`src/rtl/if_fetch.sv`:
```
`default_nettype none
// ============================================================================
// Module      : if_fetch
// Description : Instruction-fetch stage. Holds the PC, issues in-order
//               requests over a req/gnt + rsp handshake, buffers returned
//               instructions in a 2-entry FIFO and presents them to the
//               IF/ID register with valid/ready. Redirects flush the FIFO
//               and discard in-flight wrong-path responses.
// Options     : `define IF_EXCP_MISALIGN_EN adds if_excp_misalign_o and turns
//               a misaligned redirect target into a single exception entry.
// Revision    : 1.0 - initial release
// ============================================================================
module if_fetch #(
  parameter int unsigned                PC_WIDTH    = 32,
  parameter int unsigned                INSTR_WIDTH = 32,
  parameter logic [PC_WIDTH-1:0]        RESET_PC    = '0,
  parameter logic [INSTR_WIDTH-1:0]     NOP_INSTR   = INSTR_WIDTH'(32'h0000_0013)
) (
  input  logic                   clk,
  input  logic                   rst,
  input  logic                   redirect_i,
  input  logic [PC_WIDTH-1:0]    redirect_pc_i,
  input  logic                   id_ready_i,
  output logic                   imem_req_o,
  output logic [PC_WIDTH-1:0]    imem_addr_o,
  input  logic                   imem_gnt_i,
  input  logic                   imem_rsp_valid_i,
  input  logic [INSTR_WIDTH-1:0] imem_rdata_i,
  output logic                   if_valid_o,
  output logic [PC_WIDTH-1:0]    if_pc_o,
  output logic [INSTR_WIDTH-1:0] if_instr_o
`ifdef IF_EXCP_MISALIGN_EN
  ,
  output logic                   if_excp_misalign_o
`endif
);

  // Combined budget of requests in flight plus buffered entries.
  localparam logic [2:0] CREDITS = 3'd2;

  // --------------------------------------------------------------------------
  // State
  // --------------------------------------------------------------------------
  logic [PC_WIDTH-1:0]    fetch_pc_q,    fetch_pc_d;
  logic [PC_WIDTH-1:0]    rsp_pc_q,      rsp_pc_d;
  logic [1:0]             outstanding_q, outstanding_d;
  logic [1:0]             drop_cnt_q,    drop_cnt_d;
  logic [1:0]             fifo_cnt_q,    fifo_cnt_d;
  logic                   rd_ptr_q,      rd_ptr_d;
  logic                   wr_ptr_q,      wr_ptr_d;
  logic [PC_WIDTH-1:0]    fifo_pc_q    [2];
  logic [PC_WIDTH-1:0]    fifo_pc_d    [2];
  logic [INSTR_WIDTH-1:0] fifo_instr_q [2];
  logic [INSTR_WIDTH-1:0] fifo_instr_d [2];
`ifdef IF_EXCP_MISALIGN_EN
  logic                   fifo_mis_q   [2];
  logic                   fifo_mis_d   [2];
  logic                   halt_q,        halt_d;
`endif

  // --------------------------------------------------------------------------
  // Combinational control
  // --------------------------------------------------------------------------
  logic [PC_WIDTH-1:0] redirect_tgt;
  logic [2:0]          inflight;
  logic                credit_ok;
  logic                fetch_en;
  logic                gnt_fire;
  logic                rsp_fire;
  logic                rsp_drop;
  logic                fifo_empty;
  logic                push;
  logic                pop;

`ifdef IF_EXCP_MISALIGN_EN
  logic                misalign_redirect;
  assign redirect_tgt      = redirect_pc_i;
  assign misalign_redirect = redirect_i & (redirect_pc_i[1:0] != 2'b00);
  // A misaligned target parks the fetcher until the next redirect.
  assign fetch_en          = ~halt_q;
`else
  // Without the exception path the target is silently word-aligned.
  logic                unused_redirect_lsbs;
  assign redirect_tgt         = {redirect_pc_i[PC_WIDTH-1:2], 2'b00};
  assign unused_redirect_lsbs = ^redirect_pc_i[1:0];
  assign fetch_en             = 1'b1;
`endif

  // Requests in flight plus buffered entries never exceed the FIFO depth,
  // so a response always has a free slot waiting for it.
  assign inflight   = {1'b0, outstanding_q} + {1'b0, fifo_cnt_q};
  assign credit_ok  = inflight < CREDITS;

  assign imem_req_o  = ~rst & ~redirect_i & credit_ok & fetch_en;
  assign imem_addr_o = fetch_pc_q;

  assign gnt_fire   = imem_req_o & imem_gnt_i;
  // A response with nothing outstanding cannot belong to us; ignore it.
  assign rsp_fire   = imem_rsp_valid_i & (outstanding_q != 2'd0);
  assign rsp_drop   = rsp_fire & (drop_cnt_q != 2'd0);

  assign fifo_empty = (fifo_cnt_q == 2'd0);
  assign push       = rsp_fire & ~rsp_drop & ~redirect_i;
  assign pop        = ~fifo_empty & id_ready_i & ~redirect_i;

  // --------------------------------------------------------------------------
  // Output: zero-latency read straight from the FIFO head
  // --------------------------------------------------------------------------
  assign if_valid_o = ~fifo_empty;
  assign if_pc_o    = fifo_empty ? '0        : fifo_pc_q[rd_ptr_q];
  assign if_instr_o = fifo_empty ? NOP_INSTR : fifo_instr_q[rd_ptr_q];
`ifdef IF_EXCP_MISALIGN_EN
  assign if_excp_misalign_o = ~fifo_empty & fifo_mis_q[rd_ptr_q];
`endif

  // Next-state computation for PC, credit counters and FIFO contents.
  always_comb begin
    fetch_pc_d    = fetch_pc_q;
    rsp_pc_d      = rsp_pc_q;
    drop_cnt_d    = drop_cnt_q;
    fifo_cnt_d    = fifo_cnt_q;
    rd_ptr_d      = rd_ptr_q;
    wr_ptr_d      = wr_ptr_q;
    fifo_pc_d     = fifo_pc_q;
    fifo_instr_d  = fifo_instr_q;
`ifdef IF_EXCP_MISALIGN_EN
    fifo_mis_d    = fifo_mis_q;
    halt_d        = halt_q;
`endif

    // Outstanding tracks the bus regardless of redirects; grant is already
    // masked off during a redirect because the request is suppressed.
    outstanding_d = outstanding_q + 2'(gnt_fire) - 2'(rsp_fire);

    if (redirect_i) begin
      fetch_pc_d = redirect_tgt;
      rsp_pc_d   = redirect_tgt;
      // Everything still owed by memory after this cycle is wrong-path,
      // including responses that were already scheduled for dropping.
      drop_cnt_d = outstanding_d;
      fifo_cnt_d = 2'd0;
      rd_ptr_d   = 1'b0;
      wr_ptr_d   = 1'b0;
`ifdef IF_EXCP_MISALIGN_EN
      halt_d = misalign_redirect;
      if (misalign_redirect) begin
        fifo_pc_d[0]    = redirect_pc_i;
        fifo_instr_d[0] = NOP_INSTR;
        fifo_mis_d[0]   = 1'b1;
        fifo_cnt_d      = 2'd1;
        wr_ptr_d        = 1'b1;
      end
`endif
    end else begin
      if (gnt_fire) begin
        fetch_pc_d = fetch_pc_q + PC_WIDTH'(4);
      end
      if (rsp_drop) begin
        drop_cnt_d = drop_cnt_q - 2'd1;
      end
      if (push) begin
        fifo_pc_d[wr_ptr_q]    = rsp_pc_q;
        fifo_instr_d[wr_ptr_q] = imem_rdata_i;
`ifdef IF_EXCP_MISALIGN_EN
        fifo_mis_d[wr_ptr_q]   = 1'b0;
`endif
        wr_ptr_d = ~wr_ptr_q;
        rsp_pc_d = rsp_pc_q + PC_WIDTH'(4);
      end
      if (pop) begin
        rd_ptr_d = ~rd_ptr_q;
      end
      fifo_cnt_d = fifo_cnt_q + 2'(push) - 2'(pop);
    end
  end

  // Register all state; reset returns to an empty, idle fetcher at RESET_PC.
  always_ff @(posedge clk) begin
    if (rst) begin
      fetch_pc_q    <= RESET_PC;
      rsp_pc_q      <= RESET_PC;
      outstanding_q <= 2'd0;
      drop_cnt_q    <= 2'd0;
      fifo_cnt_q    <= 2'd0;
      rd_ptr_q      <= 1'b0;
      wr_ptr_q      <= 1'b0;
      for (int i = 0; i < 2; i++) begin
        fifo_pc_q[i]    <= '0;
        fifo_instr_q[i] <= NOP_INSTR;
`ifdef IF_EXCP_MISALIGN_EN
        fifo_mis_q[i]   <= 1'b0;
`endif
      end
`ifdef IF_EXCP_MISALIGN_EN
      halt_q        <= 1'b0;
`endif
    end else begin
      fetch_pc_q    <= fetch_pc_d;
      rsp_pc_q      <= rsp_pc_d;
      outstanding_q <= outstanding_d;
      drop_cnt_q    <= drop_cnt_d;
      fifo_cnt_q    <= fifo_cnt_d;
      rd_ptr_q      <= rd_ptr_d;
      wr_ptr_q      <= wr_ptr_d;
      for (int i = 0; i < 2; i++) begin
        fifo_pc_q[i]    <= fifo_pc_d[i];
        fifo_instr_q[i] <= fifo_instr_d[i];
`ifdef IF_EXCP_MISALIGN_EN
        fifo_mis_q[i]   <= fifo_mis_d[i];
`endif
      end
`ifdef IF_EXCP_MISALIGN_EN
      halt_q        <= halt_d;
`endif
    end
  end

endmodule
`default_nettype wire

```
`config.mk`:
```
export PLATFORM = sky130hd
export DESIGN_NAME = if_fetch
export DESIGN_NICKNAME = d
export VERILOG_FILES = /design/src/rtl/if_fetch.sv
export SDC_FILE = /design/constraint.sdc
export NUM_CORES = 1
export LEC_CHECK = 0
export CORE_AREA = 2 2 110 219
export CTS_BUF_LIST = sky130_fd_sc_hd__clkbuf_4 sky130_fd_sc_hd__clkbuf_8
export CTS_CLUSTER_DIAMETER = 80
export DETAILED_ROUTE_END_ITERATION = 10
export DIE_AREA = 0 0 112 221
export PLACE_DENSITY = 0.63
export SLEW_MARGIN = 20
export SYNTH_ARGS = -nofsm -noshare
export SYNTH_HDL_FRONTEND = slang
export SYNTH_SLANG_ARGS = --single-unit
```
`constraint.sdc`:
```
create_clock -name clk -period 4 [get_ports clk]
set_input_delay 0.8 -clock clk [delete_from_list [all_inputs] [get_ports clk]]
set_output_delay 0.8 -clock clk [all_outputs]
set_load 0.01 [all_outputs]
```
==> results.cfg, run 1 <==
[outcome]
status = finished clean

[sta]
finalSetupViolations = 0
rsz0062_at_grt = false
skew_ps = 16.35
hold_viol_final = 0
fin_crit_ps = 3581
setup_tns_ps = 0
worst_pin_slew_ps = 933.0
fin_crit_sh = 0.8953
fmax_mhz = 279.2
drv_slew = 0
fin_hold_ws_ps = 455.5
maxSlewHeadroom = 0.3780

[synth]
synth_cells = 1163
ys_warn_count = 0
syn_area_um2 = 9077
synthDistinctLibCells = 52
synthArstFlopShare = 0
netlist.area_leader.share = 0.4234
ys_seq_area_frac = 0.4234
synth_seq_cells = 192
synth_top_cells_by_area = dfxtp_1 (42%), nand2_1 (11%), mux2i_1 (6.9%), a21oi_1 (6.9%), clkbuf_1 (3.4%)
syn_area_per_cell_um2 = 7.805
synth_top_cell_by_area = dfxtp_1
synth_ff_type = dfxtp_1
synth_edf_count = 0

[pwr]
p_sw_frac = 0.2871
comb_power_share = 0.159
ir_worst_vdd_v = 0.0002543
switching_power_w = 0.001213
total_leakage_power_nw = 3.497
seqPwrFrac = 0.506
intPower_w = 0.003012
power.density_nw_per_um2 = 372.5
clkPwrFrac = 0.336

[setup_path]
start_kind = flip-flop
rr_endpoint = imem_addr_o[17]
ff2ff_setup_slack_ps = 830
cp_data_required_time_ps = 3200
critPathKind = reg -> out
end_kind = primary output
cp.arrival_ps = 2780
critPathLaunch = outstanding_q[0]
reg2reg_from = outstanding_q[0]
rr_worst_depth = 6
cp_max_fo = 10

[drt]
ant_nets = 0
vias = 8599
drtIter0Drc = 504
post_drt_wl_per_cell_um = 16.92
routed_via_density = 5.481
postRouteWirelength_um = 26550
drc = 0
dr.pass1.iters = 5

[grt]
antenna_found_initial = 1
gr-usage-all-layers = 0.2132
grt_pass1_wl_um = 42610
grt_max_degree = 86
overflow = 0
grt_pass1_vias = 8233

[die]
fp.dieH_um = 221
pin_count = 168
initial_core_util = 0.3925
die_area_um2 = 24750
rows = 79
die_w_um = 112
core_area_um2 = 23130

[clock_network]
clkSinkCount = 192
cts_tree = built
max-clock-path-buffers = 2
cts_root_buffer = clkbuf_8
cts_made_buffers = 17
cts_max_level = 4
clk_latency_ps = 500
clk_pin_slew_ps = 100
post_cts.repair.setup_buffers = 0
holdBufCountCts = 0
cts-resized-gates = 0

[cells_and_area]
final_cells = 1569
drive_gt1_frac = 0.05214
syn2layout_area_growth_pct = 24.92
final_net_count = 1350

[min_path]
hp-start = fifo_instr_q[10]
hold_depth = 2
hold_class = reg -> reg
hold_end = fifo_instr_q[10]

[placement]
gp_congestion = 0.9101
port-buffer-count = 161
placed_cells = 1536
detailed_place_hpwl_um = 18110

[run]
drv_cap = 0
==> metal layers <==
| layer | vias up | wire length, um | track usage |
|---|---|---|---|
| li1 | 4273 | - | - |
| met1 | 4078 | 10540 | 0.2316 |
| met2 | 208 | 14360 | 0.4004 |
| met3 | 40 | 914 | 0.03917 |
| met4 | 0 | 731 | 0.08576 |
| met5 | - | 0 | 0 |
==> cell families (layout without fill, tap and decap cells) <==
group,after synthesis,count (layout),synth area share
compound gates,254,254,0.1693
simple gates,514,514,0.2573
xor+xnor,20,20,0.01930
fa+ha+maj,8,8,0.01185
flops,192,192,0.4234
mux,63,63,0.06947
buf+inv,111,230,0.04893
other cells,1,5,0.0004131
==> final cells by class <==
cell class                      count  area, um^2
Fill cell                        2325       11790
Multi-Input combinational cell    863        4821
Sequential cell                   192        3847
Timing Repair Buffer              181        1809
Tap cell                          283       354.1
Clock buffer                       19       255.2
Clock inverter                     13       186.4
Inverter                           17       63.81
Antenna cell                        1       2.502
==> power by group through the flow <==
stage	registers, W	clock network [W]	logic, W
after floorplan	0.00215	0	0.000413
after global placement	0.00218	0	0.000669
after detailed placement	0.00218	0	0.000674
after CTS	0.00213	0.00146	0.000678
after global routing	0.00215	0.00152	0.000748
final	0.00214	0.00142	0.000670
==> critical path, cell delays in order, from the launching register on <==
cell             delay (ps)
dfxtp_1                 430
and2_1                  160
fa_1                    430
or4_4                   560
inv_1                   140
clkdlybuf4s50_1         550
==> registers in the layout, summed over array words and instances, names as in the netlist <==
name,flops
imem_addr_o,30
outstanding_q,2
rsp_pc_q,30
fifo_pc_q,60
fifo_cnt_q,2
rd_ptr_q,1
fifo_instr_q,64
drop_cnt_q,2
wr_ptr_q,1
==> layout by cell type, fill, tap and decap left out, types with 16 or more instances in the layout <==
cell	instances
clkdlybuf4s50_1	160
inv_1	16
nand4_1	23
nand3_1	27
nor4_1	16
or4_1	22
mux2i_1	63
buf_4	17
nand2_1	278
a31oi_1	20
a21oi_1	125
nor2_1	79
dfxtp_1	191
clkbuf_8	18
o21ai_0	28
==> cell usage after synthesis, drive strengths merged, types with 8 or more instances <==
cell type,number
o31ai,9
nand4,23
mux2i,63
xnor2,13
a211oi,9
nor4,17
o21a,13
nor3,16
dfxtp,192
or3,11
and4,8
buf,11
nand3,28
nor2,80
o31a,10
clkbuf,83
a21oi,125
nand2,278
o21ai,28
or4,23
o211ai,10
and2,8
inv,17
and3,10
a21boi,12
a31oi,20
==> worst max path at each step <==
| stage | end | slack, ps | cells past startpoint |
|---|---|---|---|
| floorplan | drop_cnt_q[1] | 960 | 13 |
| global placement | imem_addr_o[17] | 640 | 5 |
| detailed placement | imem_addr_o[17] | 570 | 5 |
| CTS | imem_req_o | 380 | 5 |
| global route | imem_req_o | 290 | 5 |
| finish | imem_req_o | 420 | 5 |
==> through the flow <==
stage	utilization	total power, W	setup slack (ps)	cell area (um^2)
2_1_floorplan	-	0.002559	962.0	9089
3_3_place_gp	0.4711	0.002845	636.6	10900
3_5_place_dp	0.4711	0.002853	568.6	10900
4_1_cts	0.4902	0.004274	380.5	11340
5_1_grt	0.4903	0.004425	286.7	11340
6_report	0.4903	0.004225	418.9	11340
No activity file was read; power rests on OpenSTA's default activity.
==> inputs of run 2 (changes only) <==
CAP_MARGIN = 40   (was default)
DONT_BUFFER_PORTS = 1   (was default)
PLACE_DENSITY = 0.54   (was 0.63)
==> run 2 against run 1 <==
Effect of this change:
- global-route usage up 0.096 points
- non-clock buffer count down 163
- critical path type is now reg -> reg
- die area unchanged
==> results.cfg, run 2 (synthesized netlist as in run 1, its figures left out) <==
[die]
die_w_um = 112
rows = 79
die_area_um2 = 24750
initial_core_util = 0.3925
pin_count = 168
core_area_um2 = 23130
fp.dieH_um = 221

[sta]
skew_ps = 14.02
drv_slew = 0
fin_crit_ps = 3118
fin_crit_sh = 0.7796
setup_tns_ps = 0
hold_viol_final = 0
rsz0062_at_grt = false
worst_pin_slew_ps = 778.6
finalSetupViolations = 0
maxSlewHeadroom = 0.4809
setup_ws_ps = 881.7
fmax_mhz = 320.7

[pwr]
total_leakage_power_nw = 2.896
ir_worst_vdd_v = 0.0002352
power.density_nw_per_um2 = 414.2

[grt]
gr-usage-all-layers = 0.2141
antenna_found_initial = 0
overflow = 0
grt_max_degree = 138
grt_pass1_wl_um = 42040
grt_pass1_vias = 7727

[setup_path]
start_kind = flip-flop
cp.arrival_ps = 3550
slowest_delay_ps = 740
worst_path_max_delay_cell = or4_1
ff2ff_setup_slack_ps = 880
rr_endpoint = imem_addr_o[26]
critical_path.cell_chain = and2_1 > fa_1 > or4_4 > or4_1 > or4_1 > a31oi_1
rr_worst_depth = 6
end_kind = flip-flop
cpMostUsedCell = or4_1
reg2reg_from = outstanding_q[0]
critPathKind = reg -> reg
cp_data_required_time_ps = 4430
cp_max_fo = 10

[drt]
dr.pass1.iters = 5
drtIter0Drc = 399
vias = 7936
post_drt_wl_per_cell_um = 18.97
postRouteWirelength_um = 26650
routed_via_density = 5.648
drc = 0
ant_nets = 0

[cells_and_area]
largest_reg_flops = 64
syn2layout_area_growth_pct = 6.451
drive_gt1_frac = 0.05793
regMostFlops = fifo_instr_q
reg_top3 = fifo_instr_q x64, fifo_pc_q x60
diodes = 0
final_net_count = 1187
fillers = 2444
most-common-layout-cells = nand2_1 (278), dfxtp_1 (191), a21oi_1 (125)
layout_commonest_cell = nand2_1
postLayoutCoreUtil = 0.4178

[clock_network]
post_cts.repair.setup_buffers = 0
cts_root_buffer = clkbuf_8
cts-resized-gates = 0
cts_made_buffers = 17
cts_max_level = 4
clk_pin_slew_ps = 100
max-clock-path-buffers = 2
holdBufCountCts = 0
clk_latency_ps = 500
cts_tree = built
clkSinkCount = 192

[outcome]
status = finished clean

[placement]
place_ws_ps = 896.5
detailed_place_hpwl_um = 18320
port-buffer-count = 0
gp_congestion = 0.8292

[min_path]
hold_depth = 1
hold_end = rd_ptr_q
hp-start = redirect_i
hold_class = in -> reg

[run]
drv_cap = 0
-- run 2: cell count changes in the layout (fill, tap and decap cells not counted) --
cell / change
buf_12: -4
buf_16: +1
bufinv_16: -2
clkbuf_4: +4
clkbuf_8: +4
clkdlybuf4s50_1: -160
clkinv_2: +1
clkinv_4: -2
clkinvlp_4: -4
diode_2: -1
inv_6: -1
nor4_1: -1
nor4_2: +1
-- run 2: per-stage QoR --
stage               instances  area [um^2]  total power [W]  hold WS, ps
floorplan                1166         9089         0.002559        435.7
global placement         1372         9220         0.002689        436.3
detailed placement       1373         9248         0.002702        441.2
CTS                      1405         9663         0.004060        313.7
global route             1405         9663         0.004193        328.5
finish                   1405         9663         0.004002        364.5
-- run 2: final cells by class --
cell class,instances,area [um^2],area share
timing repair buffer,18,155.1,0.01606
multi-input combinational,863,4827,0.4995
sequential,192,3847,0.3982
tap,283,354.1,0.03664
clock buffer,27,340.3,0.03522
clock inverter,5,75.07,0.007769
inverter,17,63.81,0.006604
-- run 2: how the worst max path moves through the flow --
stage | from | to | depth (start not counted)
3_5_place_dp | outstanding_q[0] | imem_addr_o[17] | 6
4_1_cts | outstanding_q[0] | imem_addr_o[17] | 6
3_3_place_gp | outstanding_q[0] | imem_addr_o[17] | 6
6_report | outstanding_q[0] | imem_addr_o[26] | 6
2_1_floorplan | outstanding_q[0] | drop_cnt_q[1] | 13
5_1_grt | outstanding_q[0] | imem_addr_o[17] | 6
-- run 2: metal layers --
layer  global-route usage  up-vias  wire [um]
li1                     -     3941          -
met1               0.2321     3780      10310
met2               0.4039      185      14600
met3              0.04273       30       1128
met4              0.07907        0        610
met5                    0        -          0
-- run 2: power by group --
part	internal, W	switching, W
clock	0.000671	0.000683
combinational	0.000181	0.000315
sequential	0.00202	0.000135
-- run 2: critical path, delay by kind of cell (launching register included) --
family	cells	cell delay [ps]
simple gates	4	2050
fa+ha+maj	1	410
flops	1	430
compound gates	1	160
==> inputs of run 3 (changes only) <==
clock period = 3.1 ns   (was 4 ns; I/O delays follow)
==> run 3 against run 2 <==
Effect of this change:
- design area grew 1.8%
- largest power group unchanged
- critical endpoint unchanged
- clock power is 35% higher
- non-clock buffer count rose by 13
- routed wire length rose by 0.21%
- final cell count up 0.93%
- highest routed layer unchanged
- worst hold slack worse by 180 ps
- global-route usage is essentially flat
==> results.cfg, run 3 (synthesized netlist as in run 1, its figures left out) <==
[outcome]
status = finished clean

[die]
die_w_um = 112
core_area_um2 = 23130
pin_count = 168
die_area_um2 = 24750
fp.dieH_um = 221
initial_core_util = 0.3925
rows = 79

[grt]
met1_usage = 0.2410
met3_usage = 0.05122
overflow = 0
grt_pass1_wl_um = 42230
grt_busiest_layer = met2
grt_max_degree = 138
grt_pass1_vias = 7728
antenna_found_initial = 0
met2_usage = 0.3836
gr-usage-all-layers = 0.2142

[min_path]
hold_class = in -> reg
hp-start = rst
hold_end = outstanding_q[0]
hold_depth = 1

[setup_path]
end_kind = flip-flop
critical_path.cell_chain = and2_1 > fa_1 > or4_4 > or4_4 > or4_1 > a31oi_1
reg2reg_from = fifo_cnt_q[0]
ff2ff_setup_slack_ps = 210
rr_worst_depth = 6
slowest_delay_ps = 610
start_kind = flip-flop
cp_data_required_time_ps = 3530
cpMostUsedCell = or4_4
rr_endpoint = imem_addr_o[26]
critPathKind = reg -> reg
cp_max_fo = 10
worst_path_max_delay_cell = or4_4
critical_path.top_delay_family = simple AND/OR/NAND/NOR gates
cp.arrival_ps = 3310
crit_buf_inv = 0

[pwr]
total_leakage_power_nw = 2.979
power.density_nw_per_um2 = 537.9
ir_worst_vdd_v = 0.0003145

[clock_network]
cts_max_level = 4
clk_pin_slew_ps = 100
holdBufCountCts = 0
clk_latency_ps = 500
cts_tree = built
cts_made_buffers = 17
max-clock-path-buffers = 2
cts_root_buffer = clkbuf_8
clkSinkCount = 192

[placement]
port-buffer-count = 0
placed_cells = 1386
place_ws_ps = 65.22
detailed_place_hpwl_um = 18060
gp_congestion = 0.8189

[cells_and_area]
reg_top3 = fifo_instr_q x64, fifo_pc_q x60
drive_gt1_frac = 0.07048
diodes = 0
regMostFlops = fifo_instr_q
final_cells = 1418
layout_commonest_cell = nand2_1
syn2layout_area_growth_pct = 8.339
final_net_count = 1200
most-common-layout-cells = nand2_1 (278), dfxtp_1 (190), a21oi_1 (125)
largest_reg_flops = 64

[drt]
vias = 7938
ant_nets = 0
routed_via_density = 5.598
drtIter0Drc = 500
dr.pass1.iters = 4
drc = 0
postRouteWirelength_um = 26710
post_drt_wl_per_cell_um = 18.83

[sta]
setup_tns_ps = 0
skew_ps = 13.94
fmax_mhz = 346.2
hold_viol_final = 0
finalSetupViolations = 0
worst_pin_slew_ps = 856.5
maxSlewHeadroom = 0.4284
rsz0062_at_grt = false
fin_hold_ws_ps = 184.1
drv_slew = 0
fin_crit_sh = 0.9318
fin_crit_ps = 2889
setup_ws_ps = 211.4

[run]
drv_cap = 0
-- run 3: stage by stage --
stage	util	power [W]	cell area (um^2)
5_1_grt	0.4252	0.005545	9834
2_1_floorplan	-	0.003302	9089
6_report	0.4252	0.005290	9834
3_5_place_dp	0.4059	0.003534	9388
4_1_cts	0.4250	0.005365	9829
3_3_place_gp	0.4059	0.003523	9388
-- run 3: repair_timing --
item,in CTS,in global routing
gates resized for setup,0,2
buffers inserted,0,0
endpoints found under the hold margin,0,0
endpoints found under the setup margin,0,4
-- run 3: cell type report --
cell class                 count  area [um^2]
timing repair buffer          31        295.3
clock buffer                  23        316.6
tap                          283        354.1
clock inverter                 9        125.1
inverter                      17        63.81
fill                        2453        13300
multi-input combinational    863         4831
sequential                   192         3849
-- run 3: power breakdown --
part / leakage (nW) / switching, W / internal [W]
Combinational: 1.18 / 0.000440 / 0.000275
Clock: 0.232 / 0.000895 / 0.000925
Sequential: 1.56 / 0.000154 / 0.00260
Total: 2.98 / 0.00149 / 0.00380
-- run 3: worst max path at each step --
stage / slack [ps] / cells past startpoint / startpoint / to
2_1_floorplan: 60 / 13 / outstanding_q[0] / drop_cnt_q[1]
3_3_place_gp: 100 / 6 / fifo_cnt_q[0] / imem_addr_o[20]
3_5_place_dp: 70 / 6 / fifo_cnt_q[0] / imem_addr_o[20]
4_1_cts: 9 / 6 / fifo_cnt_q[0] / imem_addr_o[26]
5_1_grt: 20 / 12 / fifo_cnt_q[0] / drop_cnt_q[1]
6_report: 210 / 6 / fifo_cnt_q[0] / imem_addr_o[26]
-- run 3: layer usage --
metal	vias to the layer above	share of wire
met3	44	0.045
met1	3746	0.40
met4	0	0.032
met5	-	0
li1	3975	-
met2	173	0.52
